$ cat src/rtl/control_pkg.sv
// Shared constants for the multicycle controller: state encoding, opcodes,
// ALU function codes and small opcode-class helpers.
package control_pkg;

  // Controller states, packed into a 4-bit register.
  typedef enum logic [3:0] {
    IFETCH   = 4'd0,
    DECODE   = 4'd1,
    EXEC     = 4'd2,
    ALU_WB   = 4'd3,
    MEM_ADDR = 4'd4,
    MEM_RD   = 4'd5,
    MEM_WB   = 4'd6,
    MEM_WR   = 4'd7,
    BRANCH   = 4'd8
  } ctrlState_t;

  // Opcodes (Instr[31:26]).
  localparam logic [5:0] OP_RTYPE = 6'b100000;  // register ALU op, func selects operation
  localparam logic [5:0] OP_LI    = 6'b111000;
  localparam logic [5:0] OP_ADDI  = 6'b110000;
  localparam logic [5:0] OP_ANDI  = 6'b110010;
  localparam logic [5:0] OP_ORI   = 6'b110011;
  localparam logic [5:0] OP_LW    = 6'b001111;
  localparam logic [5:0] OP_LB    = 6'b000011;
  localparam logic [5:0] OP_SW    = 6'b011111;
  localparam logic [5:0] OP_BEQ   = 6'b000000;
  localparam logic [5:0] OP_BNE   = 6'b000001;
  localparam logic [5:0] OP_B     = 6'b111111;

  // ALU function codes.
  localparam logic [3:0] ALU_ADD = 4'd0;
  localparam logic [3:0] ALU_SUB = 4'd1;
  localparam logic [3:0] ALU_AND = 4'd2;
  localparam logic [3:0] ALU_OR  = 4'd3;

  function automatic logic isExecOp(input logic [5:0] op);
    return (op == OP_RTYPE) || (op == OP_LI) || (op == OP_ADDI) ||
           (op == OP_ANDI)  || (op == OP_ORI);
  endfunction

  function automatic logic isMemOp(input logic [5:0] op);
    return (op == OP_LW) || (op == OP_LB) || (op == OP_SW);
  endfunction

  function automatic logic isBranchOp(input logic [5:0] op);
    return (op == OP_BEQ) || (op == OP_BNE) || (op == OP_B);
  endfunction

  // ALU operation for a given opcode; register ops pass func through.
  function automatic logic [3:0] aluFuncFor(input logic [5:0] op, input logic [3:0] fn);
    case (op)
      OP_RTYPE:       return fn;
      OP_ANDI:        return ALU_AND;
      OP_ORI:         return ALU_OR;
      OP_BEQ, OP_BNE: return ALU_SUB;
      default:        return ALU_ADD;
    endcase
  endfunction

endpackage

$ cat src/rtl/multicycle_control.sv
// Multicycle processor control unit: fetch/decode FSM that sequences ALU,
// load/store and branch instructions and drives datapath strobes.
module multicycle_control
  import control_pkg::*;
(
  input  logic        Clk,
  input  logic        Reset,
  input  logic [31:0] Instr,
  input  logic        Zero,
  input  logic        Mem_Ack,
  output logic        PC_Sel,
  output logic        PC_LdEn,
  output logic        IR_LdEn,
  output logic        RF_WrEn,
  output logic        RF_WrData_sel,
  output logic        RF_B_sel,
  output logic        ALU_Bin_sel,
  output logic        Mem_Req,
  output logic        Mem_WrEn,
  output logic        lb_MEM_trim,
  output logic [3:0]  ALU_func
);

  ctrlState_t state, nextState;
  logic [5:0] opcode;
  logic [3:0] func;
  logic       legalOp;

  // Operand fields are decoded by the datapath, not here.
  logic unusedInstrBits;
  assign unusedInstrBits = ^Instr[25:4];

  assign legalOp = isExecOp(opcode) || isMemOp(opcode) || isBranchOp(opcode);

  // State register plus opcode/func latch captured during instruction fetch.
  always_ff @(posedge Clk or negedge Reset) begin
    if (!Reset) begin
      state  <= IFETCH;
      opcode <= '0;
      func   <= '0;
    end else begin
      // NOTE: non-blocking assignments so every register samples pre-edge values.
      state <= nextState;
      if (IR_LdEn) begin
        opcode <= Instr[31:26];
        func   <= Instr[3:0];
      end
    end
  end

  // Next-state logic.
  always_comb begin
    // NOTE: default first so no path through the case leaves nextState unassigned (no latch).
    nextState = state;
    case (state)
      IFETCH: nextState = DECODE;
      DECODE: begin
        if (isExecOp(opcode))        nextState = EXEC;
        else if (isMemOp(opcode))    nextState = MEM_ADDR;
        else if (isBranchOp(opcode)) nextState = BRANCH;
        else                         nextState = IFETCH;  // illegal opcode skipped
      end
      EXEC:     nextState = ALU_WB;
      ALU_WB:   nextState = IFETCH;
      MEM_ADDR: nextState = (opcode == OP_SW) ? MEM_WR : MEM_RD;
      MEM_RD:   if (Mem_Ack) nextState = MEM_WB;
      MEM_WB:   nextState = IFETCH;
      MEM_WR:   if (Mem_Ack) nextState = IFETCH;
      BRANCH:   nextState = IFETCH;
      default:  nextState = IFETCH;
    endcase
  end

  // Output decode; everything is forced low while reset is held so an abort
  // mid-instruction produces no further strobes.
  always_comb begin
    PC_Sel        = 1'b0;
    PC_LdEn       = 1'b0;
    IR_LdEn       = 1'b0;
    RF_WrEn       = 1'b0;
    RF_WrData_sel = 1'b0;
    RF_B_sel      = 1'b0;
    ALU_Bin_sel   = 1'b0;
    Mem_Req       = 1'b0;
    Mem_WrEn      = 1'b0;
    lb_MEM_trim   = 1'b0;
    ALU_func      = '0;

    if (Reset) begin
      // ALU controls are held from DECODE to the instruction's last state.
      if (state != IFETCH && legalOp) begin
        ALU_func    = aluFuncFor(opcode, func);
        RF_B_sel    = (opcode != OP_RTYPE);
        ALU_Bin_sel = !((opcode == OP_RTYPE) || (opcode == OP_BEQ) || (opcode == OP_BNE));
      end

      case (state)
        IFETCH: IR_LdEn = 1'b1;
        DECODE: if (!legalOp) PC_LdEn = 1'b1;
        ALU_WB: begin
          RF_WrEn       = 1'b1;
          RF_WrData_sel = 1'b1;
          PC_LdEn       = 1'b1;
        end
        MEM_RD: Mem_Req = 1'b1;
        MEM_WB: begin
          RF_WrEn     = 1'b1;
          PC_LdEn     = 1'b1;
          lb_MEM_trim = (opcode == OP_LB);
        end
        MEM_WR: begin
          Mem_Req  = 1'b1;
          Mem_WrEn = 1'b1;
          PC_LdEn  = Mem_Ack;
        end
        BRANCH: begin
          PC_LdEn = 1'b1;
          case (opcode)
            OP_B:    PC_Sel = 1'b1;
            OP_BEQ:  PC_Sel = Zero;
            OP_BNE:  PC_Sel = ~Zero;
            default: PC_Sel = 1'b0;
          endcase
        end
        default: ;
      endcase
    end
  end

endmodule

$ cat config.mk
export PLATFORM = sky130hd
export DESIGN_NAME = multicycle_control
export DESIGN_NICKNAME = d
export VERILOG_FILES = /design/src/rtl/control_pkg.sv /design/src/rtl/multicycle_control.sv
export SDC_FILE = /design/constraint.sdc
export NUM_CORES = 1
export LEC_CHECK = 0
export BUFFER_PORTS_ARGS = -buffer_cell sky130_fd_sc_hd__buf_2
export CAP_MARGIN = 20
export CELL_PAD_IN_SITES_DETAIL_PLACEMENT = 1
export CELL_PAD_IN_SITES_GLOBAL_PLACEMENT = 1
export CORE_ASPECT_RATIO = 0.5
export CORE_MARGIN = 4
export CORE_UTILIZATION = 30
export DETAILED_ROUTE_END_ITERATION = 10
export GPL_TIMING_DRIVEN = 0
export PLACE_DENSITY_LB_ADDON = 0.08
export SETUP_SLACK_MARGIN = 0.2
export SLEW_MARGIN = 30
export SYNTH_ARGS = -nofsm -noshare
export SYNTH_HDL_FRONTEND = slang
export SYNTH_SLANG_ARGS = --single-unit
export TNS_END_PERCENT = 5
$ cat constraint.sdc
create_clock -name Clk -period 5 [get_ports Clk]
set_clock_uncertainty 0.2 [all_clocks]
set_input_delay 0.25 -clock Clk [delete_from_list [all_inputs] [get_ports Clk]]
set_output_delay 0.25 -clock Clk [all_outputs]
set_load 0.05 [all_outputs]
==> results.cfg <==
[timing]
max_freq_mhz = 374.5
hold_viol = 0
finalCriticalPeriod_ns = 2.670
rsz0062_at_grt = no
max_slew_margin_pct = 63.04
tns_ns = 0
setup_viol = 0
min_period_over_period_pct = 53.40
tightest_slew_ns = 0.5535
drv_slew = 0

[logic_synthesis]
syn_area_sq_um = 1022
synth_common_cells = 14 x dfrtp_1, 14 x nand2_1, 12 x nor2_1, 9 x mux2_2, 7 x a21oi_1
yosysTopAreaCellShare_pct = 34.27
syn_inst = 117
synth_edf_count = 0
syn_nets = 153
ys_warn_count = 0
async_reset_ff_share_pct = 100.0
synthFlopType = dfrtp_1
syn_avg_cell_area_sq_um = 8.737
synth-seq-cells = 14
yosys-top-cells-area = dfrtp_1 34%, mux2_2 9.9%, nand2_1 5.1%
ys_seq_area_share_pct = 34.27
synth_area_leader_cell = dfrtp_1
synthDistinctLibCells = 40

[cells_and_area]
n_antenna_cell = 0
final_net_count = 186
design_area_sq_um = 1272
drive_gt1_share_pct = 35.57
fill_cells = 388
syn_to_final_growth_pct = 24.48

[worst_hold_path]
min_path_cells = 3
min_from = Instr[28]
hold_path_end = opcode[2]$_DFFE_PN0P_
hold_path_class = in2reg

[floorplanning]
dieHeight_um = 49.28
fp.dieW_um = 90.55
ios = 50
num_rows = 14
fp.coreArea_sq_um = 3136
start_util_pct = 32.60
die-area_sq_um = 4462

[critical_path]
worstPathMaxFanout = 10
rr_endpoint = state[1]$_DFFE_PN0P_
cp-end-kind = primary output
reg2reg_slack_ns = 2.95
critPathRequiredTime_ns = 4.55
cp-start-kind = flip-flop
cp.arrival_ns = 2.22
rr_worst_depth = 5
worstSetupPathType = reg2out
timing.rr.start = opcode[3]$_DFFE_PN0P_

[power]
p_per_area_nw_per_um2 = 632.2
p_leak_nw = 0.5606
ir_drop_v = 0.0001822
power.total_mw = 0.8045

[clocking]
clock_path_buffers = 2
cts-buffers-inserted = 3
cts_root_buffer = clkbuf_8
cts_tree = built
cts_resized = 0
cts_max_level = 1
post_cts_buffers = 0
cts_num_sinks = 14
path_clk_slew_ns = 0.07
clock_latency_ns = 0.26

[placed_design]
place_area_sq_um = 1207
gp_congestion = 0.7078
port_buffers = 27
hpwl_um = 2174

[routing]
wl_per_cell_um = 15.66
via_count = 983
drt_first_pass_iters = 4
drc = 0
finalWirelength_um = 2960
drtIter0Drc = 37
avgViaCountPerCell = 5.201
ant_nets = 0

[flow_run]
max_cap_viol_count = 0

[global_route]
grt_pass1_vias = 951
grt_pass1_wl_um = 4947
grt_max_degree = 20
overflow = 0
antenna_found_initial = 0
grt_use_total_pct = 14.34

[run_status]
status = complete, no violations
-- worst max-delay path by stage --
stage	slack [ns]	to	start	depth (start not counted)
after floorplan	2.17	lb_MEM_trim	state[3]$_DFFE_PN0P_	4
after global placement	2.61	ALU_func[0]	opcode[4]$_DFFE_PN0P_	5
after detailed placement	2.58	ALU_func[1]	opcode[0]$_DFFE_PN0P_	6
after CTS	2.29	ALU_func[1]	opcode[0]$_DFFE_PN0P_	6
after global routing	2.12	IR_LdEn	Reset	6
final	2.33	ALU_func[1]	opcode[0]$_DFFE_PN0P_	6
-- cell type report --
class | count | area [sq um] | area share [%]
Multi-Input combinational cell | 88 | 604.3 | 47.49
Sequential cell | 14 | 350.3 | 27.53
Timing Repair Buffer | 28 | 145.1 | 11.41
Clock buffer | 4 | 55.05 | 4.326
Tap cell | 40 | 50.05 | 3.933
Buffer | 10 | 48.80 | 3.835
Inverter | 5 | 18.77 | 1.475
-- placed cells by master, fill, tap and decap left out, drive strengths merged, types with 4 or more instances in the layout --
cell	netlist	final
a21oi	7	7
mux2	9	9
inv	5	5
o21ai	4	4
nand2	14	14
dfrtp	14	14
clkbuf	7	11
buf	3	30
nand3	4	4
nor2	12	12
nor4	5	5
-- per-stage QoR --
stage	setup slack [ns]	utilization (%)	hold slack [ns]	instances
2_1_floorplan	2.166	-	-0.2456	117
3_3_place_gp	2.613	38.51	0.01028	184
3_5_place_dp	2.584	38.51	0.01207	184
4_1_cts	2.294	40.58	0.01863	189
5_1_grt	2.119	40.58	0.007853	189
6_report	2.330	40.58	0.02026	189
-- flip-flops by register name, summed over array words and instances, names as in the netlist --
| signal | flops |
|---|---|
| state | 4 |
| opcode | 6 |
| func | 4 |
-- report_power, final --
part	leakage (nW)	internal, mW	switching (mW)
clock network	0.0288	0.0700	0.0472
registers	0.170	0.167	0.0310
logic	0.362	0.169	0.321
total	0.561	0.405	0.399
-- worst max-delay path, cell delays in order, from the launching register on --
cell,delay [ns]
dfrtp_1,0.34
buf_6,0.14
or3b_1,0.36
a211oi_2,0.29
o311ai_2,0.23
nor4_2,0.29
buf_2,0.31
-- repair_timing --
action / in CTS / in global routing
setup endpoints to repair: 0 / 0
hold buffers: 1 / 0
hold endpoints to repair: 14 / 0
-- metal layers --
layer  up-vias  wire, um  GRT usage, %
li1        484         -             -
met1       469      1413         19.48
met2        25      1320         21.10
met3         5       186         5.085
met4         0        40         4.569
met5         -         0             0
-- cell families (layout without fill, tap and decap cells) --
group	Yosys count	in the layout	synth area share (%)
multiplexers	9	9	9.915
AND/OR/NAND/NOR	55	55	30.85
XOR/XNOR	1	1	0.8569
buffers and inverters	15	47	6.609
AO/OA/AOI/OAI	23	23	17.50
flip-flops	14	14	34.27
No activity file was read; power rests on OpenSTA's default activity.
